===== config.mk =====
export PLATFORM = sky130hd
export DESIGN_NAME = uart_tx_arbiter
export DESIGN_NICKNAME = d
export VERILOG_FILES = /design/src/rtl/uart_tx_arbiter_pkg.sv /design/src/rtl/uart_tx_arbiter_rr_pick.sv /design/src/rtl/uart_tx_arbiter.sv
export SDC_FILE = /design/constraint.sdc
export NUM_CORES = 1
export LEC_CHECK = 0
export CAP_MARGIN = 20
export CORE_ASPECT_RATIO = 1.75
export CORE_MARGIN = 1
export CORE_UTILIZATION = 45
export DETAILED_ROUTE_END_ITERATION = 12
export GPL_ROUTABILITY_DRIVEN = 0
export PLACE_DENSITY = 0.79
export SLEW_MARGIN = 10
export SYNTH_ARGS = -nofsm -noshare
export SYNTH_HDL_FRONTEND = slang
export SYNTH_HIERARCHICAL = 1
export SYNTH_SLANG_ARGS = --single-unit

===== constraint.sdc =====
create_clock -name clk -period 3.9 [get_ports clk]
set_input_delay 0.78 -clock clk [delete_from_list [all_inputs] [get_ports clk]]
set_output_delay 0.78 -clock clk [all_outputs]
set_load 0.05 [all_outputs]

===== src/rtl/uart_tx_arbiter_pkg.sv =====
// Shared types and helpers for the UART TX push-port arbiter.
package uart_tx_arbiter_pkg;

    localparam int BYTE_W = 8;

    typedef enum logic {
        ST_IDLE = 1'b0,
        ST_XFER = 1'b1
    } state_t;

    // Bits needed to index 'value' items; never less than one.
    function automatic int clog2(input int value);
        int bits;
        bits = 0;
        for (int v = value - 1; v > 0; v = v >> 1) begin
            bits = bits + 1;
        end
        if (bits == 0) begin
            bits = 1;
        end
        return bits;
    endfunction

endpackage


===== src/rtl/uart_tx_arbiter_rr_pick.sv =====
// Round-robin picker: first asserted request strictly after the previous owner, wrapping.
module uart_tx_arbiter_rr_pick
    import uart_tx_arbiter_pkg::*;
#(
    parameter int NUM_REQ = 4
) (
    input  logic [NUM_REQ-1:0]        i_req,
    input  logic [clog2(NUM_REQ)-1:0] i_last,
    output logic [clog2(NUM_REQ)-1:0] o_idx,
    output logic                      o_any
);

    localparam int GW = clog2(NUM_REQ);

    logic [GW:0]        w_sum  [NUM_REQ];
    logic [GW-1:0]      w_cand [NUM_REQ];
    logic [NUM_REQ-1:0] w_hit;

    // Candidate gi is the requester gi+1 positions after the previous owner.
    generate
        for (genvar gi = 0; gi < NUM_REQ; gi++) begin : g_cand
            assign w_sum[gi]  = {1'b0, i_last} + (GW+1)'(gi + 1);
            assign w_cand[gi] = (w_sum[gi] >= (GW+1)'(NUM_REQ))
                              ? GW'(w_sum[gi] - (GW+1)'(NUM_REQ))
                              : GW'(w_sum[gi]);
            assign w_hit[gi]  = i_req[w_cand[gi]];
        end
    endgenerate

    always_comb begin
        o_idx = '0;
        for (int k = NUM_REQ - 1; k >= 0; k--) begin
            if (w_hit[k]) begin
                o_idx = w_cand[k];
            end
        end
    end

    assign o_any = |i_req;

endmodule


===== src/rtl/uart_tx_arbiter.sv =====
// Packet-atomic round-robin arbiter feeding one UART TX FIFO push port.
module uart_tx_arbiter
    import uart_tx_arbiter_pkg::*;
#(
    parameter int NUM_REQ       = 4,
    parameter int MAX_PKT       = 64,
    parameter int STALL_TIMEOUT = 1024
) (
    input  logic                        clk,
    input  logic                        rst_n,
    input  logic [NUM_REQ-1:0]          req_valid,
    input  logic [BYTE_W*NUM_REQ-1:0]   req_data,
    input  logic [NUM_REQ-1:0]          req_last,
    output logic [NUM_REQ-1:0]          req_ready,
    output logic                        uart_tx_start,
    output logic [BYTE_W-1:0]           uart_tx_data_in,
    input  logic                        uart_tx_fifo_full,
    output logic [clog2(NUM_REQ)-1:0]   grant_id,
    output logic                        busy,
    output logic                        pkt_abort
);

    localparam int          GW         = clog2(NUM_REQ);
    localparam int          SW         = clog2(STALL_TIMEOUT + 1);
    localparam logic [15:0] MAX_CNT    = 16'(MAX_PKT);
    localparam logic [SW-1:0] STALL_LAST = SW'(STALL_TIMEOUT - 1);

    state_t        r_state;
    logic [GW-1:0] r_grant_id;
    logic [15:0]   r_byte_cnt;
    logic [SW-1:0] r_stall_cnt;
    logic          r_pkt_abort;

    logic          w_xfer;
    logic          w_g_valid;
    logic          w_g_last;
    logic          w_accept;
    logic [15:0]   w_cnt_inc;
    logic          w_cap;
    logic          w_stall_out;
    logic [GW-1:0] w_pick;
    logic          w_any;

    uart_tx_arbiter_rr_pick #(
        .NUM_REQ (NUM_REQ)
    ) u_rr_pick (
        .i_req  (req_valid),
        .i_last (r_grant_id),
        .o_idx  (w_pick),
        .o_any  (w_any)
    );

    assign w_xfer      = (r_state == ST_XFER);
    assign w_g_valid   = req_valid[r_grant_id];
    assign w_g_last    = req_last[r_grant_id];
    assign w_accept    = w_xfer & w_g_valid & ~uart_tx_fifo_full;
    assign w_cnt_inc   = r_byte_cnt + 16'd1;
    assign w_cap       = (w_cnt_inc == MAX_CNT);
    assign w_stall_out = ~w_g_valid & (r_stall_cnt == STALL_LAST);

    generate
        for (genvar gi = 0; gi < NUM_REQ; gi++) begin : g_ready
            assign req_ready[gi] = w_xfer & (r_grant_id == GW'(gi)) & ~uart_tx_fifo_full;
        end
    endgenerate

    // Data lane is gated to zero outside XFER so idle traffic never leaks to the UART.
    assign uart_tx_start   = w_accept;
    assign uart_tx_data_in = w_xfer ? req_data[int'(r_grant_id)*BYTE_W +: BYTE_W] : '0;
    assign grant_id        = r_grant_id;
    assign busy            = w_xfer;
    assign pkt_abort       = r_pkt_abort;

    always_ff @(posedge clk or negedge rst_n) begin
        if (!rst_n) begin
            r_state     <= ST_IDLE;
            r_grant_id  <= GW'(NUM_REQ - 1);
            r_byte_cnt  <= '0;
            r_stall_cnt <= '0;
            r_pkt_abort <= 1'b0;
        end else begin
            r_pkt_abort <= 1'b0;
            case (r_state)
                ST_IDLE: begin
                    if (w_any) begin
                        r_state     <= ST_XFER;
                        r_grant_id  <= w_pick;
                        r_byte_cnt  <= '0;
                        r_stall_cnt <= '0;
                    end
                end
                ST_XFER: begin
                    if (w_accept) begin
                        r_byte_cnt <= w_cnt_inc;
                    end
                    // A held byte under FIFO backpressure is not a stall.
                    if (w_g_valid) begin
                        r_stall_cnt <= '0;
                    end else if (r_stall_cnt != '1) begin
                        r_stall_cnt <= r_stall_cnt + SW'(1);
                    end
                    if (w_accept && (w_g_last || w_cap)) begin
                        r_state     <= ST_IDLE;
                        r_pkt_abort <= ~w_g_last;
                    end else if (w_stall_out) begin
                        r_state     <= ST_IDLE;
                        r_pkt_abort <= 1'b1;
                    end
                end
                default: r_state <= ST_IDLE;
            endcase
        end
    end

endmodule


After elaboration in Yosys (flattened, before gate mapping):

Cells that the tools add are included.

* register bits: 31
* input port bits: 43
* logic and storage cells: 91

* add/sub/neg operators: 10
* order comparisons: 9
* equality and inequality tests: 9
* shift-type cells: 1
* muxes and demuxes: 35
* bitwise gates (word level): 15
* reduce and logical (&&, ||, !) cells: 7

Operators with widths (count)
* $mux W11: 3
* $mux W16: 2
* $pmux W16 S2: 1
* $shiftx A32 B6 Y8: 1
* $pmux W11 S2: 1
* $add A16 B1 Y16 const B: 1
* $eq A16 B7 Y1 const B: 1
* $mux W2: 8
* $lt A2 B3 Y1 const B: 5
* $bmux W1 S2: 6
* $ge A3 B3 Y1 const B: 4
* $mux W1: 12
* $add A11 B1 Y11 const B: 1
* $and A1 B1 Y1: 11
* $eq A11 B10 Y1 const B: 1
* $ne A11 B11 Y1 const B: 1
* $mux W8: 1
* $sub A2 B1 Y2 const B: 4
* $add A2 B2 Y3 const B: 2
* $reduce_and A2 Y1: 3
* $eq A2 B2 Y1 const B: 2
* $ne A2 B1 Y1 const B: 2
* $not A1 Y1: 4
* $reduce_or A4 Y1: 1
* other kinds (8): 8

Longest topological paths before layout:

Gate-level depths: netlist of the first run.

* depth in word-level cells: 9
* depth in mapped cells: 8

Modules after synthesis:

Netlist of the first run, hierarchy kept.

By module, submodules not included
* uart_tx_arbiter: instances 1, cells an instance 238, area each 2145.8 µm², sequential area each 778.2 µm²
* uart_tx_arbiter_rr_pick: instances 1, cells an instance 14, area each 91.3 µm², sequential area each 0.0 µm²

Worst setup path before layout of the first run:

Ideal clock, no wire load.

* path kind: reg2out
* from: register r_state (netlist: busy)
* to: output port req_ready[0]
* data arrival time: 2.238 ns
* required time: 3.120 ns
* slack: 0.882 ns
* stages on the path, launching flop included: 3
* buffers on the path: 0
* cell sequence: dfrtp_1 -> nor2b_1 -> nor3b_1

* longest elaborated chain between the ends: 2

Ends and longest elaborated chain
* from (decl): RTL line uart_tx_arbiter.sv:28 `state_t r_state;`
* from (signal assigned): RTL line uart_tx_arbiter.sv:76 `r_state <= ST_IDLE;`
* from (signal assigned): RTL line uart_tx_arbiter.sv:86 `r_state <= ST_XFER;`
* from (signal assigned): RTL line uart_tx_arbiter.sv:103 `r_state <= ST_IDLE;`
* $and A1 B1 Y1 (2 in series): RTL line uart_tx_arbiter.sv:63 `assign req_ready[gi] = w_xfer & (r_grant_id == GW'(gi)) & ~uart_tx_fifo_full;`
* to (decl): RTL line uart_tx_arbiter.sv:14 `output logic [NUM_REQ-1:0] req_ready,`

Every way passes these cells.

Worst setup path in the final report of the first run:

* from: input port uart_tx_fifo_full
* to: output port req_ready[0]

* longest elaborated chain between the ends: 2

Ends and longest elaborated chain
* from (decl): RTL line uart_tx_arbiter.sv:17 `input logic uart_tx_fifo_full,`
* $not A1 Y1: RTL line uart_tx_arbiter.sv:63
* $and A1 B1 Y1: RTL line uart_tx_arbiter.sv:63

Every way passes these cells.

==> flow_summary.json, run 1 <==
{
  "status": "finished, final reports clean",
  "fp-row-count": 33,
  "synth-adder-area-share": 0.01678,
  "dieHeight_um": 95.28,
  "hold_viol": 0,
  "cts_tree": "built",
  "path_cells": "clkdlybuf4s50_1 > nor2b_1 > nor3b_1 > clkdlybuf4s50_1",
  "drtAntennaViolNets": 0,
  "startpoint_type": "input pin",
  "pwr-share-seq": 0.288,
  "initial_core_util": 0.4711,
  "async_reset_ff_frac": 1.000,
  "rr_startpoint": "grant_id[0]",
  "synth_edf_count": 0,
  "synth_nets": 298,
  "p_sw_uw": 805.9,
  "rrSetupSlack_ns": 1.27,
  "via_per_inst": 5.972,
  "routed_wl_mm": 5.621,
  "drt-wirelength-per-cell_um": 15.61,
  "synth-compound-area-share": 0.1745,
  "diodes": 0,
  "htreeDepth": 2,
  "dr.pass1.iters": 4,
  "fin_setup_tns_ns": 0,
  "drive_above_1_share": 0.09091,
  "dieArea_um2": 5269,
  "p_int_uw": 902.8,
  "end_kind": "primary output",
  "r2r-end": "r_byte_cnt[5]",
  "maxSlewViolCount": 0,
  "sw_frac_of_total": 0.4716,
  "synthCells": 252,
  "maxSlewHeadroom": 0.5813,
  "combPwrFrac": 0.568,
  "ir_drop_v": 0.0004927,
  "ys_ff_latch": 31,
  "crit_fanout": 6,
  "die_w_um": 55.30,
  "grt_usage": 0.2170,
  "dpl.hpwl_mm": 4.277,
  "port_buffers": 59,
  "setup_violations": 0,
  "yosys-top-cells-area": "dfrtp_1 32%, o21ai_0 7.2%, mux4_2 7.0%, nor2_1 4.9%, nand2_1 4.4%",
  "num-nets-final": 353,
  "multi_input_area_um2": 1376,
  "critical_path_class": "in -> out",
  "numCtsBuffers": 5,
  "p_per_area_nw_per_um2": 584.6,
  "final.fill_count": 423,
  "cp-endpoint": "req_ready[0]",
  "fin_cells": 360,
  "synth.most_common_cell": "o21ai_0",
  "power_leakage_nw": 1.144,
  "cts_buffer_depth": 2,
  "drt_iter0_drc": 92,
  "placed_cells_incl_taps": 352,
  "syn_to_final_growth_pct": 30.65,
  "ioPinCount": 60,
  "synth-seq-area-share": 0.3479,
  "holdWs_ns": 0.5302,
  "power.total_mw": 1.709,
  "cp_common_cell": "clkdlybuf4s50_1",
  "cts_resized": 0,
  "clock.fmax_mhz": 290.3,
  "cpMaxStageDelayCell": "clkdlybuf4s50_1",
  "yosysWarnings": 6,
  "ys.flop_type": "dfrtp_1",
  "grt_pass1_wl_mm": 9.066,
  "muxShareOfSynthArea": 0.1303,
  "synth_simple_gate_area_frac": 0.2623,
  "rsz0062_at_grt": "no",
  "cap_viol_max_count": 0,
  "power.share.clock": 0.143,
  "fin_area_um2": 2923,
  "cts.clk_slew.worst_paths_ns": 0.06,
  "finalWorstPathRequiredPeriod_ns": 3.444,
  "clock_skew_ns": 0.005310,
  "synth_top_area_share": 0.3244,
  "core-area_um2": 4748,
  "cts_setup_buffers": 0,
  "arrival_ns": 2.66,
  "ctsHoldBuffers": 0,
  "worstHoldPathType": "reg -> reg",
  "seq_area_um2": 778.2,
  "drcViolationCount": 0,
  "synth_top_family_by_area": "simple AND/OR/NAND/NOR gates",
  "cts.sinks": 31,
  "cp.required_ns": 3.12,
  "grt_antenna_before_repair": 0,
  "cpPeakStageDelay_ns": 0.83,
  "synth_top_cell_by_area": "dfrtp_1",
  "overflow": 0,
  "clk_latency_ns": 0.29,
  "syn-cell-area_um2": 2237,
  "synth.avg_cell_area_um2": 8.878,
  "clockRootBuffer": "clkbuf_8",
  "ys_types": 47,
  "synth_xor_area_frac": 0.03132,
  "crit_start": "uart_tx_fifo_full",
  "grt_pass1_vias": 2035,
  "r2r_cells": 6,
  "netlist_top_cells_count": "32 x o21ai_0, 29 x dfrtp_1, 29 x nor2_1",
  "dr_total_vias": 2150,
  "tightest_slew_ns": 0.6224,
  "fin_crit_sh": 0.8832,
  "grt_max_degree": 32,
  "place_area_um2": 2841
}
critical path, delay by kind of cell:
kind	cells	cell delay [ns]
buffers and inverters	2	1.23
and+or+nand+nor	2	0.65
how the worst min path moves through the flow:
stage,start,endpoint,cells after the start
2_1_floorplan,r_stall_cnt[4],r_stall_cnt[4],1
5_1_grt,r_byte_cnt[15],r_byte_cnt[15],1
3_3_place_gp,r_stall_cnt[5],r_stall_cnt[5],1
4_1_cts,r_stall_cnt[0],r_stall_cnt[0],1
6_report,r_stall_cnt[4],r_stall_cnt[4],1
3_5_place_dp,r_stall_cnt[5],r_stall_cnt[5],1
power by group through the flow:
stage	Clock (mW)	Combinational [mW]	Sequential, mW
detailed placement	0	0.971	0.499
CTS	0.246	0.973	0.494
finish	0.245	0.971	0.492
global placement	0	0.954	0.495
global route	0.263	1.02	0.507
floorplan	0	0.705	0.471
stage by stage:
step	util	worst slack, ns
after floorplan	-	0.8817
after global placement	0.5984	0.4599
final	0.6155	0.4556
after CTS	0.6155	0.4446
after global routing	0.6155	0.3732
after detailed placement	0.5984	0.4447
cell usage in the layout, fill, tap and decap left out, drive strengths merged, types with 8 or more instances in the layout:
cell type      instances
nand2                 27
clkdlybuf4s50         58
mux4                  10
o21ai                 32
nand3                 10
and2                  10
nor2                  30
dfrtp                 29
xnor2                  8
nand4                  8
registers in the layout, indices dropped and copies added (netlist names):
signal	flops
grant_id	2
pkt_abort	1
r_byte_cnt	16
r_stall_cnt	11
busy	1
routing by layer:
layer  vias up  GRT usage  part of all wire
met5         -          0                 0
met4         0    0.09583             0.016
met3         8    0.03935             0.027
met2        38     0.4026              0.56
met1      1066     0.2392              0.40
li1       1038          -                 -
area by class of cell:
class                      count  area share
multi-input combinational    203      0.4709
sequential                    31      0.2663
timing repair buffer          61      0.2063
clock buffer                   7     0.02611
tap                           52     0.02226
inverter                       5    0.006421
clock inverter                 1    0.001712
logic make-up (layout without fill, tap and decap cells):
family                     after synthesis  count (layout)
AOI/OAI and AO/OA                       61              61
xor gates and xnor gates                 8               8
adders and majority gates                3               3
buffers and inverters                   18              74
DFF                                     31              31
muxes                                   15              15
and+or+nand+nor                        116             116
No activity file was read; power rests on OpenSTA's default activity.
==> inputs of run 2 (changes only) <==
- ABC_CLOCK_PERIOD_IN_PS: not set -> 3900
- CORE_ASPECT_RATIO: 1.75 -> not set
- CTS_BUF_LIST: not set -> sky130_fd_sc_hd__clkbuf_8
==> run 2 against run 1 <==
Core utilization rose by 1.0 points. First-iteration DRC count up 65%. Hold slack worse by 0.022 ns. Flip-flop and latch count is the same. Clock skew grew 0.0016 ns. Power grew 1.6%. Sequential share of layout area shrank 0.47 points. Design area grew 1.8%. Cell count increased by 4.4%. Largest cell class unchanged. Count of clock-buffer cells in the layout is the same. Non-clock buffer count up 1.
==> flow_summary.json, run 2 (synthesis gave the netlist of run 1 again) <==
{
  "r2r_cells": 6,
  "htreeDepth": 2,
  "rsz0062_at_grt": "no",
  "fin_setup_tns_ns": 0,
  "ctsHoldBuffers": 0,
  "clockRootBuffer": "clkbuf_8",
  "cts_setup_buffers": 0,
  "cp.required_ns": 3.12,
  "fin_crit_sh": 0.8664,
  "dr.pass1.iters": 4,
  "critical_path_class": "in -> out",
  "layout_common_cells": "58 x clkdlybuf4s50_1, 32 x o21ai_0, 29 x nor2_1, 29 x dfrtp_1, 26 x nand2_1",
  "dr_total_vias": 2112,
  "initial_core_util": 0.4705,
  "clk_latency_ns": 0.28,
  "drt_iter0_drc": 152,
  "cts.clk_slew.worst_paths_ns": 0.07,
  "cts_tree": "built",
  "min_from": "r_stall_cnt[5]",
  "setup_violations": 0,
  "hold_viol": 0,
  "grt_usage": 0.2236,
  "cap_viol_max_count": 0,
  "dr_wl_met2_mm": 2.755,
  "grt_max_degree": 24,
  "grt_antenna_before_repair": 0,
  "numCtsBuffers": 5,
  "tightest_slew_ns": 0.6313,
  "maxSlewViolCount": 0,
  "met3_length_um": 237,
  "dieHeight_um": 72.51,
  "syn_to_final_growth_pct": 33.00,
  "final_core_util": 0.6258,
  "overflow": 0,
  "p_per_area_nw_per_um2": 583.3,
  "rr_startpoint": "grant_id[0]",
  "drt-wirelength-per-cell_um": 14.69,
  "crit_fanout": 17,
  "layout_commonest_cell": "clkdlybuf4s50_1",
  "end_kind": "primary output",
  "dpl.hpwl_mm": 4.143,
  "grt_pass1_vias": 2027,
  "clock.fmax_mhz": 296.0,
  "r2r-end": "r_byte_cnt[11]",
  "fp-row-count": 25,
  "drcViolationCount": 0,
  "cts_buffer_depth": 2,
  "met1Wirelength_mm": 2.462,
  "worstHoldPathType": "reg -> reg",
  "die_w_um": 72.51,
  "cts.sinks": 31,
  "port_buffers": 59,
  "drive_above_1_share": 0.09709,
  "largest_register_ffs": 16,
  "via_per_inst": 5.617,
  "num-nets-final": 354,
  "finalWorstPathRequiredPeriod_ns": 3.379,
  "cts_resized": 0,
  "power_leakage_nw": 1.164,
  "rrSetupSlack_ns": 1.00,
  "dieArea_um2": 5258,
  "ir_drop_v": 0.0003989,
  "min_to": "r_stall_cnt[5]",
  "startpoint_type": "input pin",
  "routed_wl_mm": 5.523,
  "clock_skew_ns": 0.006924,
  "largest-register": "r_byte_cnt",
  "core-area_um2": 4755,
  "diodes": 0,
  "drtAntennaViolNets": 0,
  "arrival_ns": 2.60,
  "whs_path_depth": 1,
  "maxSlewHeadroom": 0.5791,
  "ioPinCount": 60,
  "status": "finished, final reports clean",
  "grt_pass1_wl_mm": 9.232,
  "top_layer_used": "met4"
}
run 2: power by group:
| group | internal [mW] | switching (mW) |
|---|---|---|
| registers | 0.371 | 0.109 |
| logic | 0.408 | 0.570 |
| clock network | 0.158 | 0.119 |
| total | 0.937 | 0.798 |
run 2: final cells by class:
cell class / count / area (um^2)
Clock buffer: 7 / 96.34
Clock inverter: 1 / 3.754
Fill cell: 423 / 1779
Inverter: 5 / 18.77
Multi-Input combinational cell: 203 / 1376
Sequential cell: 31 / 778.2
Tap cell: 67 / 83.83
Timing Repair Buffer: 62 / 618.1
run 2: critical path: stages:
cell and delay (ns):
clkdlybuf4s50_1 0.47, mux4_2 0.59, nand2_2 0.31, inv_2 0.21
buf_4 0.24
run 2: stage by stage:
stage               setup slack, ns  total power [mW]  cells  hold WS (ns)  instance area [um^2]
floorplan                    0.8817             1.176    252        0.4716                  2237
global placement             0.5749             1.445    367        0.4941                  2860
detailed placement           0.5425             1.465    367        0.4996                  2860
CTS                          0.5057             1.745    375        0.5086                  2960
global route                 0.3972             1.832    376        0.5396                  2975
finish                       0.5212             1.736    376        0.5083                  2975
run 2: metal layers:
layer,track usage,up-vias
met2,0.3863,54
met1,0.2829,1007
met4,0.06754,0
li1,-,1042
met5,0,-
met3,0.04306,9
run 2: how the worst max path moves through the flow:
stage	startpoint	to	slack (ns)	cells after the start
after global placement	req_valid[3]	uart_tx_start	0.57	5
after global routing	grant_id[0]	uart_tx_data_in[0]	0.40	3
after detailed placement	req_valid[3]	uart_tx_start	0.54	5
after CTS	grant_id[0]	uart_tx_data_in[0]	0.51	3
after floorplan	busy	req_ready[0]	0.88	2
final	req_valid[3]	uart_tx_start	0.52	5
==> inputs of run 3 (changes only) <==
- ABC_CLOCK_PERIOD_IN_PS: 3900 -> 4320
- CORE_UTILIZATION: 45 -> 50
- PLACE_DENSITY: 0.79 -> 0.86
- clock period: 3.9 -> 4.32 ns (I/O delays scaled with it)
==> run 3 against run 2 <==
Power decreased by 9.9%. Flip-flop and latch count unchanged. Global-route usage increased by 4.8 points. Largest cell class unchanged. Non-clock buffer count unchanged. Design area decreased by 1.3%. Critical endpoint unchanged. Count of clock-buffer cells in the layout decreased by 2. Wire length increased by 2.4%. Cell count decreased by 4.5%. Clock power decreased by 16%. Largest power group unchanged. Sequential share of layout area increased by 0.33 points. Worst setup slack improved by 0.14 ns. Combinational power decreased by 9.8%.
==> flow_summary.json, run 3 (synthesis gave the netlist of run 1 again) <==
{
  "cap_viol_max_count": 0,
  "dieHeight_um": 68.89,
  "numCtsBuffers": 5,
  "sw_frac_of_total": 0.4756,
  "cts_buffer_depth": 2,
  "status": "finished, final reports clean",
  "cts.sinks": 31,
  "core-area_um2": 4144,
  "num-nets-final": 354,
  "setup_violations": 0,
  "drtAntennaViolNets": 0,
  "ir_drop_v": 0.0003792,
  "htreeDepth": 2,
  "min_from": "r_stall_cnt[1]",
  "grt_pass1_vias": 2028,
  "holdWs_ns": 0.5267,
  "p_per_area_nw_per_um2": 532.3,
  "fin_crit_sh": 0.8464,
  "layout_commonest_cell": "clkdlybuf4s50_1",
  "finalWorstPathRequiredPeriod_ns": 3.656,
  "crit_fanout": 5,
  "tightest_slew_ns": 0.5824,
  "arrival_ns": 2.79,
  "power_leakage_nw": 1.145,
  "maxSlewHeadroom": 0.6081,
  "drive_above_1_share": 0.09709,
  "dieArea_um2": 4746,
  "dr_total_vias": 2139,
  "end_kind": "primary output",
  "startpoint_type": "input pin",
  "grt_pass1_wl_mm": 9.390,
  "final.fill_count": 336,
  "port_buffers": 59,
  "p_int_uw": 820.0,
  "drt_iter0_drc": 146,
  "drt-wirelength-per-cell_um": 15.76,
  "routed_wl_mm": 5.657,
  "fp-row-count": 23,
  "combPwrFrac": 0.565,
  "ioPinCount": 60,
  "cts.clk_slew.worst_paths_ns": 0.07,
  "crit_start": "req_valid[3]",
  "critical_path_class": "in -> out",
  "rsz0062_at_grt": "no",
  "clock_skew_ns": 0.008350,
  "largest_register_ffs": 16,
  "pwr-share-seq": 0.287,
  "dpl.hpwl_mm": 4.179,
  "worstHoldPathType": "reg -> reg",
  "diodes": 0,
  "maxSlewViolCount": 0,
  "grt_usage": 0.2712,
  "drcViolationCount": 0,
  "power.share.clock": 0.148,
  "grt_max_degree": 32,
  "clockRootBuffer": "clkbuf_8",
  "hold_viol": 0,
  "cp.required_ns": 3.46,
  "grt_antenna_before_repair": 0,
  "cts_setup_buffers": 0,
  "rr_startpoint": "grant_id[0]",
  "fin_setup_tns_ns": 0,
  "via_per_inst": 5.958,
  "cts_resized": 0,
  "clk_latency_ns": 0.30,
  "ctsHoldBuffers": 0,
  "dr.pass1.iters": 4,
  "cts_tree": "built",
  "initial_core_util": 0.5399,
  "p_sw_uw": 743.7,
  "overflow": 0,
  "die_w_um": 68.89,
  "layout_common_cells": "59 x clkdlybuf4s50_1, 32 x o21ai_0, 29 x nor2_1, 29 x dfrtp_1, 26 x nand2_1",
  "largest-register": "r_byte_cnt",
  "clock.fmax_mhz": 273.5,
  "syn_to_final_growth_pct": 31.32
}
[run 3: changes by cell type in the layout (fill, tap and decap cells not counted)]
cell             change
clkdlybuf4s50_1      +1
buf_8                -1
inv_1                -1
clkinvlp_4           +2
clkinv_2             +1
clkbuf_8             -2
[run 3: worst paths after layout]
| check | end | slack, ns | cells after the start |
|---|---|---|---|
| max | uart_tx_start | 0.66 | 5 |
| min | r_stall_cnt[1] | 0.53 | 2 |
| max reg2reg | r_byte_cnt[2] | 1.58 | 7 |
| min reg2reg | r_stall_cnt[1] | 0.53 | 2 |
| max in group asynchronous | grant_id[1] | 3.02 | 2 |
| min in group asynchronous | r_byte_cnt[13] | 0.97 | 2 |
[run 3: power by group through the flow]
stage / Clock, mW / Sequential, mW / Combinational (mW)
floorplan: 0 / 0.425 / 0.636
global placement: 0 / 0.450 / 0.866
detailed placement: 0 / 0.454 / 0.878
CTS: 0.233 / 0.448 / 0.885
global route: 0.242 / 0.464 / 0.933
finish: 0.232 / 0.449 / 0.883
[run 3: final cells by class]
class,count,area (um^2),share of cell area
inverter,5,18.77,0.006388
tap,50,62.56,0.02129
clock buffer,5,68.82,0.02342
clock inverter,3,20.02,0.006814
timing repair buffer,62,613.1,0.2087
sequential,31,778.2,0.2649
multi-input combinational,203,1376,0.4685
[run 3: critical path, cell delays in order]
cell and delay [ns]:
clkdlybuf4s50_1 0.48, mux4_2 0.59, nand2_2 0.13, inv_2 0.04, clkdlybuf4s50_1 0.68
[run 3: per-stage QoR]
step	instances	utilization	setup slack, ns	instance area [um^2]	total power, mW
after detailed placement	351	0.6875	0.6797	2849	1.331
after global placement	351	0.6875	0.7097	2849	1.316
final	359	0.7089	0.6637	2938	1.564
after global routing	359	0.7089	0.5977	2938	1.639
after floorplan	252	-	1.149	2237	1.061
after CTS	359	0.7089	0.6772	2938	1.566
[run 3: layer usage]
metal,wire [um],part of all wire,vias up,global-route usage
met5,0,0,-,0
met3,176,0.031,13,0.04605
met2,2841,0.50,49,0.4587
met4,111,0.020,0,0.1046
li1,-,-,1039,-
met1,2528,0.45,1038,0.3438
